<file path="src/rtl/pcie_perst_sequencer_if.sv">
// PCIe PERST# sequencer signal bundle (board/SW side <-> sequencer).
// master: drives pwr_good_i, sw_reset_req_i, link_up_i; slave: the sequencer.
interface pcie_perst_sequencer_if;
    logic       pwr_good_i;
    logic       sw_reset_req_i;
    logic       link_up_i;
    logic       refclk_en_o;
    logic       perst_n_o;
    logic       link_ok_o;
    logic       timeout_o;
    logic [2:0] state_o;
    logic [1:0] retry_cnt_o;

    modport master (
        output pwr_good_i, sw_reset_req_i, link_up_i,
        input  refclk_en_o, perst_n_o, link_ok_o,
        input  timeout_o, state_o, retry_cnt_o
    );

    modport slave (
        input  pwr_good_i, sw_reset_req_i, link_up_i,
        output refclk_en_o, perst_n_o, link_ok_o,
        output timeout_o, state_o, retry_cnt_o
    );
endinterface

</file>
<file path="src/rtl/pcie_perst_sequencer.sv">
// Root-side PCIe fundamental-reset sequencer: power-good -> refclk -> PERST#.
// Ports: clk, rst_n (async low), bus (slave modport: pwr_good_i,
// sw_reset_req_i, link_up_i in; refclk_en_o, perst_n_o, link_ok_o,
// timeout_o, state_o[2:0], retry_cnt_o[1:0] out).
// Option: PCIE_PERST_RETRY_EN enables automatic re-assert on link timeout.
module pcie_perst_sequencer #(
    parameter int PWR_STABLE_CYCLES     = 1000,
    parameter int REFCLK_STABLE_CYCLES  = 100,
    parameter int MIN_ASSERT_CYCLES     = 100,
    parameter int LINKUP_TIMEOUT_CYCLES = 10000,
    parameter int MAX_RETRIES           = 3
) (
    input logic                   clk,
    input logic                   rst_n,
    pcie_perst_sequencer_if.slave bus
);

`ifdef PCIE_PERST_RETRY_EN
    localparam bit RETRY_EN = 1'b1;
`else
    localparam bit RETRY_EN = 1'b0;
`endif

    localparam int MAX_A = (PWR_STABLE_CYCLES > REFCLK_STABLE_CYCLES) ?
                           PWR_STABLE_CYCLES : REFCLK_STABLE_CYCLES;
    localparam int MAX_B = (MIN_ASSERT_CYCLES > LINKUP_TIMEOUT_CYCLES) ?
                           MIN_ASSERT_CYCLES : LINKUP_TIMEOUT_CYCLES;
    localparam int MAX_P = (MAX_A > MAX_B) ? MAX_A : MAX_B;
    localparam int CW    = $clog2(MAX_P + 1);

    // Terminal counts: the counter starts at 0 on state entry, so the
    // last cycle of an N-cycle residency sees N-1.
    localparam logic [CW-1:0] PWR_TC = CW'(PWR_STABLE_CYCLES - 1);
    localparam logic [CW-1:0] CLK_TC = CW'(REFCLK_STABLE_CYCLES - 1);
    localparam logic [CW-1:0] AST_TC = CW'(MIN_ASSERT_CYCLES - 1);
    localparam logic [CW-1:0] LNK_TC = CW'(LINKUP_TIMEOUT_CYCLES - 1);

    typedef enum logic [2:0] {
        S_OFF       = 3'd0,
        S_PWR_WAIT  = 3'd1,
        S_CLK_WAIT  = 3'd2,
        S_LINK_WAIT = 3'd3,
        S_UP        = 3'd4,
        S_ASSERT    = 3'd5,
        S_FAIL      = 3'd6
    } state_e;

    state_e        state_q, state_d;
    logic [CW-1:0] cnt_q, cnt_d;
    logic          timeout_q, timeout_d;
    logic [1:0]    retry_q, retry_d;
    logic          refclk_q, perst_q, link_ok_q;

    always_comb begin
        state_d   = state_q;
        cnt_d     = cnt_q;
        timeout_d = timeout_q;
        retry_d   = retry_q;
        if (state_q != S_OFF && !bus.pwr_good_i) begin
            state_d = S_OFF;
        end else if (bus.sw_reset_req_i &&
                     state_q != S_OFF && state_q != S_PWR_WAIT) begin
            // Also restarts the count when already in ASSERT.
            state_d   = S_ASSERT;
            cnt_d     = '0;
            timeout_d = 1'b0;
            retry_d   = '0;
        end else begin
            unique case (state_q)
                S_OFF: begin
                    if (bus.pwr_good_i) state_d = S_PWR_WAIT;
                end
                S_PWR_WAIT: begin
                    if (cnt_q == PWR_TC) state_d = S_CLK_WAIT;
                    else cnt_d = cnt_q + CW'(1);
                end
                S_CLK_WAIT: begin
                    if (cnt_q == CLK_TC) state_d = S_LINK_WAIT;
                    else cnt_d = cnt_q + CW'(1);
                end
                S_LINK_WAIT: begin
                    if (bus.link_up_i) begin
                        state_d = S_UP;
                    end else if (cnt_q == LNK_TC) begin
                        timeout_d = 1'b1;
                        if (RETRY_EN && int'(retry_q) < MAX_RETRIES) begin
                            state_d = S_ASSERT;
                            if (retry_q != 2'd3) retry_d = retry_q + 2'd1;
                        end else begin
                            state_d = S_FAIL;
                        end
                    end else begin
                        cnt_d = cnt_q + CW'(1);
                    end
                end
                S_UP: begin
                    if (!bus.link_up_i) state_d = S_LINK_WAIT;
                end
                S_ASSERT: begin
                    if (cnt_q == AST_TC) state_d = S_CLK_WAIT;
                    else cnt_d = cnt_q + CW'(1);
                end
                S_FAIL: begin
                    state_d = S_FAIL;
                end
                default: begin
                    state_d = S_OFF;
                end
            endcase
        end
        if (state_d != state_q) cnt_d = '0;
        if (state_d == S_OFF) begin
            timeout_d = 1'b0;
            retry_d   = '0;
        end
    end

    always_ff @(posedge clk or negedge rst_n) begin
        if (!rst_n) begin
            state_q   <= S_OFF;
            cnt_q     <= '0;
            timeout_q <= 1'b0;
            retry_q   <= '0;
            refclk_q  <= 1'b0;
            perst_q   <= 1'b0;
            link_ok_q <= 1'b0;
        end else begin
            state_q   <= state_d;
            cnt_q     <= cnt_d;
            timeout_q <= timeout_d;
            retry_q   <= retry_d;
            refclk_q  <= (state_q == S_CLK_WAIT) || (state_q == S_LINK_WAIT) ||
                         (state_q == S_UP) || (state_q == S_ASSERT) ||
                         (state_q == S_FAIL);
            perst_q   <= (state_q == S_LINK_WAIT) || (state_q == S_UP);
            link_ok_q <= (state_q == S_UP);
        end
    end

    assign bus.state_o     = state_q;
    assign bus.refclk_en_o = refclk_q;
    assign bus.perst_n_o   = perst_q;
    assign bus.link_ok_o   = link_ok_q;
    assign bus.timeout_o   = timeout_q;
    assign bus.retry_cnt_o = retry_q;

endmodule

</file>
<file path="src/flat_wrapper.sv">
// flat-port wrapper written by rule: the top's interface ports become plain ports
module pcie_perst_sequencer_flat 
#(
    parameter int PWR_STABLE_CYCLES     = 1000,
    parameter int REFCLK_STABLE_CYCLES  = 100,
    parameter int MIN_ASSERT_CYCLES     = 100,
    parameter int LINKUP_TIMEOUT_CYCLES = 10000,
    parameter int MAX_RETRIES           = 3
)
  (clk, rst_n, bus_pwr_good_i, bus_sw_reset_req_i, bus_link_up_i, bus_refclk_en_o, bus_perst_n_o, bus_link_ok_o, bus_timeout_o, bus_state_o, bus_retry_cnt_o);
  pcie_perst_sequencer_if bus_i ();
  input logic clk;
  input logic rst_n;
  input wire logic [$bits(bus_i.pwr_good_i)-1:0] bus_pwr_good_i;
  input wire logic [$bits(bus_i.sw_reset_req_i)-1:0] bus_sw_reset_req_i;
  input wire logic [$bits(bus_i.link_up_i)-1:0] bus_link_up_i;
  output wire logic [$bits(bus_i.refclk_en_o)-1:0] bus_refclk_en_o;
  output wire logic [$bits(bus_i.perst_n_o)-1:0] bus_perst_n_o;
  output wire logic [$bits(bus_i.link_ok_o)-1:0] bus_link_ok_o;
  output wire logic [$bits(bus_i.timeout_o)-1:0] bus_timeout_o;
  output wire logic [$bits(bus_i.state_o)-1:0] bus_state_o;
  output wire logic [$bits(bus_i.retry_cnt_o)-1:0] bus_retry_cnt_o;
  assign bus_i.pwr_good_i = bus_pwr_good_i;
  assign bus_i.sw_reset_req_i = bus_sw_reset_req_i;
  assign bus_i.link_up_i = bus_link_up_i;
  assign bus_refclk_en_o = bus_i.refclk_en_o;
  assign bus_perst_n_o = bus_i.perst_n_o;
  assign bus_link_ok_o = bus_i.link_ok_o;
  assign bus_timeout_o = bus_i.timeout_o;
  assign bus_state_o = bus_i.state_o;
  assign bus_retry_cnt_o = bus_i.retry_cnt_o;
  pcie_perst_sequencer #(.PWR_STABLE_CYCLES(PWR_STABLE_CYCLES), .REFCLK_STABLE_CYCLES(REFCLK_STABLE_CYCLES), .MIN_ASSERT_CYCLES(MIN_ASSERT_CYCLES), .LINKUP_TIMEOUT_CYCLES(LINKUP_TIMEOUT_CYCLES), .MAX_RETRIES(MAX_RETRIES)) u_core (.clk(clk), .rst_n(rst_n), .bus(bus_i));
endmodule
</file>
<file path="config.mk">
export PLATFORM = sky130hd
export DESIGN_NAME = pcie_perst_sequencer_flat
export DESIGN_NICKNAME = d
export VERILOG_FILES = /design/src/rtl/pcie_perst_sequencer_if.sv /design/src/rtl/pcie_perst_sequencer.sv /design/src/flat_wrapper.sv
export SDC_FILE = /design/constraint.sdc
export NUM_CORES = 1
export LEC_CHECK = 0
export ABC_AREA = 1
export CAP_MARGIN = 10
export CELL_PAD_IN_SITES_DETAIL_PLACEMENT = 2
export CELL_PAD_IN_SITES_GLOBAL_PLACEMENT = 2
export CORE_UTILIZATION = 33
export DETAILED_ROUTE_END_ITERATION = 7
export GPL_TIMING_DRIVEN = 1
export PLACE_DENSITY = 0.81
export SETUP_SLACK_MARGIN = 0.4
export SLEW_MARGIN = 25
export SYNTH_ARGS = -nofsm -noshare
export SYNTH_HDL_FRONTEND = slang
export SYNTH_SLANG_ARGS = --single-unit
</file>
<file path="constraint.sdc">
create_clock -name clk -period 2.18 [get_ports clk]
set_input_delay 0.654 -clock clk [delete_from_list [all_inputs] [get_ports clk]]
set_output_delay 0.654 -clock clk [all_outputs]
set_load 0.01 [all_outputs]
</file>
==> flow_metrics.tcl, run 1 <==
set metrics [dict create \
    synth_top_cells_by_count "nand2_1 (52), nor2_1 (36), nand4_1 (32), dfrtp_1 (21), inv_1 (18)" \
    row_count 25 \
    drtAntennaViolNets 0 \
    io_pins 14 \
    drt_first_pass_iters 4 \
    utilization 0.468 \
    viasPerCell 5.56 \
    clkTransAtPathRegs_ns 0.10 \
    fin_skew_ns 0.00940 \
    diodes 0 \
    tns_ns 0 \
    start_util 0.352 \
    fin_crit_sh 0.969 \
    synth_adder_area_share 0.00728 \
    drc 0 \
    period_needed_ns 2.11 \
    p_leak_nw 1.14 \
    synth_top_area_share 0.306 \
    drv_cap 0 \
    die_area_um2 5500 \
    synth.distinct_cells 31 \
    ctsLongestPathBuffers 2 \
    fill_cells 556 \
    outcome "completed" \
    synthTopCellsByArea "dfrtp_1 (31%), nand4_1 (12%), nand2_1 (11%)" \
    cts.htree.levels 1 \
    yosysWarnings 0 \
    drt-wirelength-per-cell_um 22.3 \
    start_kind "register" \
    cts_tree "done" \
    powerDensity_nw_per_um2 1500 \
    grt_max_degree 22 \
    synth_xor_area_frac 0.0408 \
    peakVddDrop_v 0.000890 \
    die_height_um 74.2 \
    antenna_found_initial 0 \
    die_w_um 74.2 \
    path_cells "nor2_1, nand2_1, nor2_2, nand3_2, nand4_1, nand2_1, nand2_2, nand2_4, nor2_8, buf_12, nand4_1, nand2_1" \
    hold_buffers 0 \
    critPathCaptureType "register" \
    cts_made_buffers 3 \
    numPortBuffers 11 \
    arrival_ns 2.34 \
    gp_congestion 0.759 \
    dominantRegCellSynth "dfrtp_1" \
    multi_input_area_um2 1180 \
    path_class "reg2reg" \
    cp_common_cell "nand2_1" \
    num_vias 1897 \
    fin_nets 281 \
    max_freq_ghz 0.474 \
    ys_ff_latch 21 \
    yosysTopAreaCell "dfrtp_1" \
    async_flop_share 1.00 \
    grt-ovfl-total 0 \
    clk_latency_ns 0.29 \
    avgSynthCellArea_um2 7.16 \
    min_path_type "reg2reg" \
    drive_gt1_frac 0.336 \
    track_usage 0.289 \
    rsz0062_at_grt "true" \
    syn2layout_area_growth_pct 33.0 \
    synth_top_family_by_area "simple AND/OR/NAND/NOR gates" \
    synth_edf_count 0 \
    max_stage_delay_ns 0.47 \
    setup_violations 0 \
    synth-compound-area-share 0.0153 \
    drt_iter0_markers 102 \
    cts-root-buf "clkbuf_8" \
    required_ns 2.41 \
    drt-total-wl_um 7610 \
    slowest_stage "dfrtp_2" \
    yosysSeqAreaShare 0.306 \
    synthesis.area_um2 1720 \
    regArea_um2 533 \
    syn_inst 240 \
    final_max_slew_viol_count 0 \
    dpl.hpwl_um 4060 \
    grt_pass1_vias 2065 \
    core_um2 4880 \
    power_mw 3.42 \
    synthSimpleGateAreaFrac 0.508 \
    finalHoldViolations 0 \
    grt_pass1_wl_um 11500 \
    cp_max_fo 18 \
    synth_most_common_cell "nand2_1" \
    cts_num_sinks 21 \
    synth.area.mux_share 0 \
    r2r_slack_ns 0.07 \
]
## kinds of logic after synthesis
family	Yosys count
adders and majority gates	1
and+or+nand+nor	167
AOI/OAI and AO/OA	5
buffers and inverters	37
xor gates and xnor gates	8
other	1
DFF	21
## layer usage
metal  vias up  routed length (µm)  track usage  part of all wire
li1        870                   -            -                 -
met1       963                3380        0.387              0.44
met2        50                3700        0.483              0.49
met3        14                 314       0.0244             0.041
met4         0                 205        0.111             0.027
met5         -                   0            0                 0
## registers in the layout, indices dropped and copies added (netlist names)
register                cells
u_core.cnt_q               14
u_core.bus.perst_n_o        1
u_core.bus.refclk_en_o      1
u_core.bus.timeout_o        1
u_core.bus.link_ok_o        1
u_core.bus.state_o          3
## worst paths after layout
kind | start | end | cells past startpoint
hold reg to reg | u_core.cnt_q[4]$_DFFE_PN0P_ | u_core.cnt_q[4]$_DFFE_PN0P_ | 2
min in group asynchronous | rst_n | u_core.cnt_q[1]$_DFFE_PN0P_ | 2
setup reg to reg | u_core.cnt_q[4]$_DFFE_PN0P_ | u_core.cnt_q[6]$_DFFE_PN0P_ | 12
max in group asynchronous | rst_n | u_core.bus.state_o[1]$_DFF_PN0_ | 2
setup / recovery | u_core.cnt_q[4]$_DFFE_PN0P_ | u_core.cnt_q[6]$_DFFE_PN0P_ | 12
hold / removal | u_core.cnt_q[4]$_DFFE_PN0P_ | u_core.cnt_q[4]$_DFFE_PN0P_ | 2
## worst max-delay path, delay by kind of cell, from the launching register on
family,cells,cell delay (ns)
DFF,1,0.47
and+or+nand+nor,11,1.38
buffers and inverters,1,0.17
## cell usage in the layout, fill, tap and decap left out, types with 2 or more instances in the layout
cell type      synthesis  layout
dlygate4sd2_1          0       8
inv_4                  0       3
nor2_1                36      29
nand2_8                0       5
nor2_4                 2       6
nor2_2                 8      11
conb_1                 1       2
inv_1                 18      15
dfrtp_1               21      15
buf_4                  3      23
nand2_2                5       5
nor3_1                 3       3
nand4_1               32      32
nand2_1               52      50
inv_2                  6       6
nand3_1               14      11
nor3b_1                3       3
buf_6                  2       2
nand3_4                0       2
buf_12                 0       2
xor2_1                 7       7
clkbuf_8               0       3
dfrtp_2                0       6
nand2_4                4       4
nand3_2                5       6
## area by class of cell
type                            count  share of cell area
Clock inverter                      1             0.00219
Tap cell                           67              0.0367
Sequential cell                    21               0.233
Timing Repair Buffer               38               0.145
Inverter                           25              0.0504
Multi-Input combinational cell    186               0.515
Clock buffer                        3              0.0181
## what timing repair did
item / in CTS / in global routing
resized for setup: 42 / 16
pin swaps: 5 / 4
setup endpoints to repair: 22 / 17
buffers inserted: 12 / 4
cloned: 3 / 0
## power by group
group | internal (mW) | switching (mW)
sequential | 0.441 | 0.0634
combinational | 0.965 | 1.65
clock | 0.129 | 0.169
total | 1.53 | 1.89
## metrics by stage
stage | worst slack, ns | hold WS (ns) | instance area [µm²] | cells
floorplan | 0.407 | 0.358 | 1720 | 241
global placement | -0.0676 | 0.546 | 1920 | 318
detailed placement | -0.151 | 0.558 | 1920 | 318
CTS | 0.217 | 0.639 | 2210 | 337
global route | -0.0767 | 0.683 | 2280 | 341
finish | 0.0683 | 0.652 | 2280 | 341
(Power assumes the default switching activity.)
==> inputs of run 2 (changes only) <==
- CTS_CLUSTER_DIAMETER: unset -> 200
==> results of run 2 <==
Same layout as run 1: the final DEF is identical, and so are final timing and power.
==> inputs of run 3 (changes only) <==
- GPL_ROUTABILITY_DRIVEN: unset -> 0
==> results of run 3 <==
Same layout as run 1: the final DEF is identical, and so are final timing and power.
